==> src/rtl/watch_set_ctrl.sv <==
// watch_set_ctrl: key debounce, RUN/SET mode FSM and counter-chain pulses.
// Define WATCH_AUTOREPEAT_EN for held-key auto-repeat in SET_HOUR/SET_MIN.
module watch_set_ctrl #(
    parameter int unsigned DEBOUNCE_CYC   = 16,
    parameter int unsigned TIMEOUT_S      = 10,
    parameter int unsigned REPEAT_DLY_CYC = 512,
    parameter int unsigned REPEAT_PER_CYC = 128
) (
    input  logic       clk,
    input  logic       RESET,
    input  logic       tick_1hz,
    input  logic       KEY_MODE,
    input  logic       KEY_INC,
    input  logic       sec_at_max,
    input  logic       min_at_max,
    output logic       sec_inc,
    output logic       min_inc,
    output logic       hour_inc,
    output logic       sec_clr,
    output logic [1:0] mode,
    output logic       blink
);
    localparam int DB_W = $clog2(DEBOUNCE_CYC + 1);
    localparam int TO_W = $clog2(TIMEOUT_S + 1);

    typedef enum logic [1:0] {
        RUN      = 2'd0,
        SET_HOUR = 2'd1,
        SET_MIN  = 2'd2,
        SET_SEC  = 2'd3
    } state_t;

    state_t state, state_nx;

    // bit 0 = mode key, bit 1 = inc key
    logic [1:0]            raw, sync1, sync2, db, db_q;
    logic [1:0][DB_W-1:0]  db_cnt;
    logic [TO_W-1:0]       to_cnt, to_cnt_d;
    logic mode_press, inc_press, rep, inc_ev, timeout;
    logic sec_inc_d, min_inc_d, hour_inc_d, sec_clr_d, blink_d;

    assign raw = {KEY_INC, KEY_MODE};

    always_ff @(posedge clk or negedge RESET) begin
        if (!RESET) begin
            sync1  <= 2'b11;
            sync2  <= 2'b11;
            db     <= 2'b11;
            db_q   <= 2'b11;
            db_cnt <= '0;
        end else begin
            sync1 <= raw;
            sync2 <= sync1;
            db_q  <= db;
            for (int i = 0; i < 2; i++) begin
                if (sync2[i] == db[i]) begin
                    db_cnt[i] <= '0;
                end else if (db_cnt[i] == DB_W'(DEBOUNCE_CYC - 1)) begin
                    db[i]     <= sync2[i];
                    db_cnt[i] <= '0;
                end else begin
                    db_cnt[i] <= db_cnt[i] + DB_W'(1);
                end
            end
        end
    end

    assign mode_press = db_q[0] & ~db[0];
    assign inc_press  = db_q[1] & ~db[1];
    // a mode press in the same cycle swallows the inc event
    assign inc_ev     = (inc_press | rep) & ~mode_press;

`ifdef WATCH_AUTOREPEAT_EN
    localparam int RP_W = $clog2(REPEAT_DLY_CYC + 1);

    logic [RP_W-1:0] rp_cnt;
    logic            hold_ok;

    assign hold_ok = ~db[1] && (state == SET_HOUR || state == SET_MIN)
                     && (state_nx == state);
    assign rep     = ~db[1] && (rp_cnt == RP_W'(REPEAT_DLY_CYC));

    // rp_cnt = cycles since the press; 0 means disarmed
    always_ff @(posedge clk or negedge RESET) begin
        if (!RESET) begin
            rp_cnt <= '0;
        end else if (!hold_ok) begin
            rp_cnt <= '0;
        end else if (inc_press) begin
            rp_cnt <= RP_W'(1);
        end else if (rep) begin
            rp_cnt <= RP_W'(REPEAT_DLY_CYC - REPEAT_PER_CYC + 1);
        end else if (rp_cnt != '0) begin
            rp_cnt <= rp_cnt + RP_W'(1);
        end
    end
`else
    logic [31:0] unused_rep;
    assign unused_rep = REPEAT_DLY_CYC ^ REPEAT_PER_CYC;
    assign rep        = 1'b0;
`endif

    always_comb begin
        state_nx   = state;
        timeout    = (state != RUN) && tick_1hz
                     && (to_cnt == TO_W'(TIMEOUT_S - 1));
        sec_inc_d  = 1'b0;
        min_inc_d  = 1'b0;
        hour_inc_d = 1'b0;
        sec_clr_d  = 1'b0;
        to_cnt_d   = to_cnt;
        blink_d    = blink;

        if (timeout) begin
            state_nx = RUN;
        end else if (mode_press) begin
            unique case (state)
                RUN:      state_nx = SET_HOUR;
                SET_HOUR: state_nx = SET_MIN;
                SET_MIN:  state_nx = SET_SEC;
                SET_SEC:  state_nx = RUN;
            endcase
        end

        unique case (state)
            RUN: begin
                sec_inc_d  = tick_1hz;
                min_inc_d  = tick_1hz & sec_at_max;
                hour_inc_d = tick_1hz & sec_at_max & min_at_max;
            end
            SET_HOUR: hour_inc_d = inc_ev;
            SET_MIN:  min_inc_d  = inc_ev;
            SET_SEC:  sec_clr_d  = inc_ev;
        endcase

        if (state_nx == RUN || state_nx != state) begin
            to_cnt_d = '0;
            blink_d  = 1'b0;
        end else begin
            if (inc_press | rep) begin
                to_cnt_d = '0;
            end else if (tick_1hz) begin
                to_cnt_d = to_cnt + TO_W'(1);
            end
            if (tick_1hz) begin
                blink_d = ~blink;
            end
        end
    end

    always_ff @(posedge clk or negedge RESET) begin
        if (!RESET) begin
            state    <= RUN;
            to_cnt   <= '0;
            blink    <= 1'b0;
            sec_inc  <= 1'b0;
            min_inc  <= 1'b0;
            hour_inc <= 1'b0;
            sec_clr  <= 1'b0;
        end else begin
            state    <= state_nx;
            to_cnt   <= to_cnt_d;
            blink    <= blink_d;
            sec_inc  <= sec_inc_d;
            min_inc  <= min_inc_d;
            hour_inc <= hour_inc_d;
            sec_clr  <= sec_clr_d;
        end
    end

    assign mode = state;

endmodule

==> config.mk <==
export PLATFORM = sky130hd
export DESIGN_NAME = watch_set_ctrl
export DESIGN_NICKNAME = d
export VERILOG_FILES = /design/src/rtl/watch_set_ctrl.sv
export SDC_FILE = /design/constraint.sdc
export NUM_CORES = 1
export LEC_CHECK = 0
export BUFFER_PORTS_ARGS = -buffer_cell sky130_fd_sc_hd__buf_2
export CAP_MARGIN = 20
export CORE_MARGIN = 4
export CORE_UTILIZATION = 60
export DETAILED_ROUTE_END_ITERATION = 10
export HOLD_SLACK_MARGIN = 0.15
export PLACE_DENSITY = 0.81
export SETUP_SLACK_MARGIN = 0.4
export SLEW_MARGIN = 20
export SYNTH_ARGS = -nofsm -noshare
export SYNTH_HDL_FRONTEND = slang
export SYNTH_SLANG_ARGS = --single-unit
==> constraint.sdc <==
create_clock -name clk -period 4.7 [get_ports clk]
set_input_delay 1.175 -clock clk [delete_from_list [all_inputs] [get_ports clk]]
set_output_delay 1.175 -clock clk [all_outputs]
set_load 0.03 [all_outputs]
After elaboration in Yosys (flattened, before gate mapping) --
Index checks and enable logic that the tools add are counted.
Word-level totals: output and inout bits 7, memories kept 0, memory bits (writable) 0, input port bits 7, register bits 29, logic and storage cells 63, latch bits 0, memory bits (read-only) 0
Operators by class: add/subtract/negate cells 3, order comparisons 0, div/mod/pow operators 0, shifts and indexed selects 0, reductions and logical operators 10, bitwise gates (word level) 11, mux-type cells 16, equality and inequality tests 9, multiply operators 0
Operator list (count):
- 5-bit two-way mux | 4
- 4-bit two-way mux | 3
- 5-bit by 1-bit adder with 5-bit output, second input constant | 2
- 5-bit by 4-bit equality test with 1-bit output, second input constant | 2
- 2-bit one-hot mux with 4 select lines | 1
- 1-bit inverter | 6
- 1-bit bitwise AND | 5
- 4-bit by 1-bit adder with 4-bit output, second input constant | 1
- 2-bit equality test, second input constant | 2
- 4-bit equality test, second input constant | 1
- 2-bit logical NOT | 2
- 1-bit two-way mux | 4
- 2-bit two-way mux | 2
- 1-bit one-hot mux with 2 select lines | 2
- 2-bit AND reduction | 2
- 2-bit nonzero test | 2
- 3-bit nonzero test | 1
- 1-bit equality test | 2
- 2-bit by 1-bit equality test with 1-bit output, second input constant | 1
- 1-bit logical AND | 2
- 2-bit inequality test | 1
- 1-bit logical OR | 1

Logic depth before layout (Yosys ltp) --
word-level depth 7, mapped depth 6, mapped depth without buffers 6

Worst setup path after synthesis --
No wires, ideal clock.
path kind input-to-reg, start point input port tick_1hz, end point register to_cnt[1], data required time 4.613 ns, buffers on the path 1, stages on the path 4, path slack 2.837 ns, library setup time 0.087 ns, data arrival time 1.776 ns, cell sequence buf_2 -> nand4_1 -> o2111ai_2 -> a211oi_2
On the way: longest elaborated chain between the ends 6, elaborated cells between the ends (all ways) 8, those cells by class eq/ne (1); mux (2); reduce/logical (5)
Ends and longest elaborated chain:
- from (decl) | RTL line 11 | input logic tick_1hz,
- 1-bit logical AND | RTL line 105 | timeout = (state != RUN) && tick_1hz
- 1-bit logical AND | RTL line 106 | && (to_cnt == TO_W'(TIMEOUT_S - 1));
- 2-bit two-way mux | RTL line 114 | if (timeout) begin
- 2-bit inequality test / 2-bit logical NOT (equally long branches) | RTL line 136 | if (state_nx == RUN || state_nx != state) begin
- 1-bit logical OR | RTL line 136
- 3-bit nonzero test (no source line) / 4-bit two-way mux (equally long branches)
- to (signal assigned) | RTL line 162 | to_cnt <= to_cnt_d;
- to (decl) | RTL line 38 | logic [TO_W-1:0] to_cnt, to_cnt_d;
Parallel ways exist; a longest one is shown, timed or not. A chain may end at the register's enable or synchronous reset.

Worst setup path in the final report --
start point register state[0] (netlist: mode[0]), end point output port mode[0]
RTL lines:
- from (decl) | RTL line 33 | state_t state, state_nx;
- from (signal assigned) | RTL line 161 | state <= state_nx;
- to (decl) | RTL line 20 | output logic [1:0] mode,
No word-level cell between the ends.

==> flow_summary.json <==
{
  "finalClockSkew_ns": 0.0110,
  "slew_headroom_pct": 59.3,
  "crit_slowest_cell": "dfrtp_1",
  "ys_ff_latch": 29,
  "syn_nets": 120,
  "clock_sinks": 29,
  "die_h_um": 54.0,
  "num-nets-final": 139,
  "netlist_area_um2": 1270,
  "hp-class": "flop to flop",
  "via_count": 775,
  "final.setup.tns_ns": 0,
  "rsz0062_at_grt": "false",
  "antenna_found_initial": 0,
  "fp.dieW_um": 54.0,
  "cts_tree": "done",
  "hold_path_startpoint": "sync1[0]",
  "use_met1_pct": 20.8,
  "cp.buffers_inverters": 1,
  "coreArea_um2": 1980,
  "routed_wl_um": 1870,
  "ys_seq_area_share_pct": 58.0,
  "fin_crit_ns": 2.20,
  "grt_max_degree": 30,
  "path_class": "flop to output port",
  "leakagePower_uw": 0.000735,
  "r2r_start": "mode[0]",
  "port_buffers": 13,
  "cts.clk_slew.worst_paths_ns": 0.10,
  "timing.final.ws_setup_ns": 2.50,
  "whs_path_depth": 0,
  "start_util_pct": 64.0,
  "cp_data_required_time_ns": 3.52,
  "timing.critical_path.fanout_max": 7,
  "ys_types": 29,
  "status": "completed",
  "critPathLaunchType": "flop",
  "ctsResizeCount": 0,
  "ios": 14,
  "htree_levels": 2,
  "maxCapViolCount": 0,
  "grt_most_used_layer": "met2",
  "yosysWarnings": 0,
  "grt_pass1_vias": 770,
  "root_buffer": "clkbuf_4",
  "met3_usage_pct": 6.65,
  "hold_viol": 0,
  "cts_setup_buffers": 0,
  "worst_slew_pin_slew_ns": 0.610,
  "syn_inst": 104,
  "wl_per_cell_um": 12.4,
  "endpoint_kind": "output port",
  "ir_drop_v": 0.000462,
  "clock_latency_ns": 0.31,
  "place.gp.congestion": 0.834,
  "synthArstFlopShare_pct": 100,
  "use_met2_pct": 25.4,
  "reg2reg_depth": 6,
  "min_to": "sync2[0]",
  "vias_per_cell": 5.13,
  "cts_buffers": 5,
  "post-route-period-util_pct": 46.9,
  "setup_violations": 0,
  "dp_hpwl_um": 1330,
  "power_uw": 772,
  "drt_iter0_drc": 13,
  "clk_path_buf_depth": 2,
  "r2r_end": "to_cnt[1]",
  "rows": 16,
  "drc": 0,
  "nFillCells": 134,
  "synth_edf_count": 0,
  "layout-drive-gt1-share_pct": 29.0,
  "grt_pass1_wl_um": 3300,
  "ys.flop_type": "dfrtp_1",
  "fmax_ghz": 0.454,
  "powerDensity_nw_per_um2": 532,
  "grt_use_total_pct": 16.2,
  "fin_hold_ws_ns": 0.356,
  "max_stage_delay_ns": 0.48,
  "pre_cts_ws_ns": 2.75,
  "syn_avg_cell_area_um2": 12.2,
  "diodes": 0,
  "synthToLayoutAreaGrowth_pct": 14.4,
  "path_cells": "buf_2",
  "drv_slew": 0,
  "cpLargestDelayFamily": "flip-flops",
  "dieArea_um2": 2910,
  "drtPass1Iterations": 4,
  "cts_hold_buf": 0,
  "cp.arrival_ns": 1.03,
  "grt-ovfl-total": 0,
  "detail-route-antenna-nets": 0,
  "worst-r2r-setup-slack_ns": 2.91
}
-- cells in the mapped netlist, types with 2 or more instances --
cell,number,share of area [%]
and3_1,2,0.99
nand3_1,4,1.6
nand4_1,2,0.99
dfstp_2,8,17
o21ai_1,2,0.79
ha_1,9,8.9
xor2_1,10,6.9
a21oi_1,2,0.79
dfrtp_1,21,41
nor2_1,18,5.3
and2_1,4,2.0
inv_1,5,1.5
-- metrics by stage --
stage,utilization (%),std cells,instance area (µm²)
CTS,73.2,151,1450
global route,73.2,151,1450
finish,73.2,151,1450
global placement,68.7,143,1360
detailed placement,68.7,143,1360
floorplan,-,104,1270
-- layer usage --
metal	part of all wire (%)	up-vias
li1	-	386
met5	0	-
met4	0.69	0
met2	47	21
met1	45	366
met3	6.8	2
-- worst max path at each step --
stage	cells past startpoint	from	end
after floorplan	4	tick_1hz	to_cnt[1]
final	1	mode[0]	mode[0]
after CTS	1	mode[0]	mode[0]
after detailed placement	4	tick_1hz	to_cnt[1]
after global routing	1	mode[0]	mode[0]
after global placement	4	tick_1hz	to_cnt[1]
-- kinds of logic (layout without fill, tap and decap cells) --
| kind of cell | count (synthesis) | count (layout) | synth area share, % |
|---|---|---|---|
| xor+xnor | 11 | 11 | 7.60 |
| flops | 29 | 29 | 58.0 |
| simple gates | 36 | 36 | 14.3 |
| compound gates | 11 | 11 | 7.50 |
| buf+inv | 6 | 26 | 1.88 |
| mux | 2 | 2 | 1.78 |
| fa+ha+maj | 9 | 9 | 8.88 |
-- layout by cell type (no fill, tap or decap), drive strengths merged --
| master | count |
|---|---|
| dfrtp | 21 |
| nor2 | 18 |
| buf | 13 |
| xor2 | 10 |
| ha | 9 |
| dfstp | 8 |
| clkbuf | 6 |
| inv | 5 |
| nand3 | 4 |
| and2 | 4 |
| o21ai | 3 |
| a21oi | 3 |
| and3 | 2 |
| nand4 | 2 |
| mux2 | 2 |
| nor2b | 1 |
| nand2b | 1 |
| a22o | 1 |
| a32o | 1 |
| and4 | 1 |
| or2 | 1 |
| nor3b | 1 |
| o2111a | 1 |
| o2111ai | 1 |
| nand2 | 1 |
| a211oi | 1 |
| xnor2 | 1 |
| bufinv | 1 |
| clkinvlp | 1 |
-- layout make-up --
cell class                      count  area [µm²]  share of cell area [%]
Timing Repair Buffer               13        65.1                    4.49
Tap cell                           27        33.8                    2.33
Sequential cell                    29         736                    50.7
Clock inverter                      2        37.5                    2.59
Clock buffer                        6        51.3                    3.54
Multi-Input combinational cell     69         508                    35.0
Inverter                            5        18.8                    1.29
-- registers in the layout, summed over array words and instances (netlist names) --
| register | count |
|---|---|
| sec_clr | 1 |
| db_cnt | 10 |
| mode | 2 |
| min_inc | 1 |
| to_cnt | 4 |
| sync1 | 2 |
| blink | 1 |
| hour_inc | 1 |
| db_q | 2 |
| sync2 | 2 |
| sec_inc | 1 |
| db | 2 |
-- where the power goes --
group | leakage, µW | total [µW] | internal, µW | switching (µW)
Sequential | 0.000360 | 331 | 290 | 40.7
Combinational | 0.000331 | 226 | 90.7 | 136
Clock | 0.0000445 | 215 | 126 | 88.2
Power figures use the tool's default switching activity.
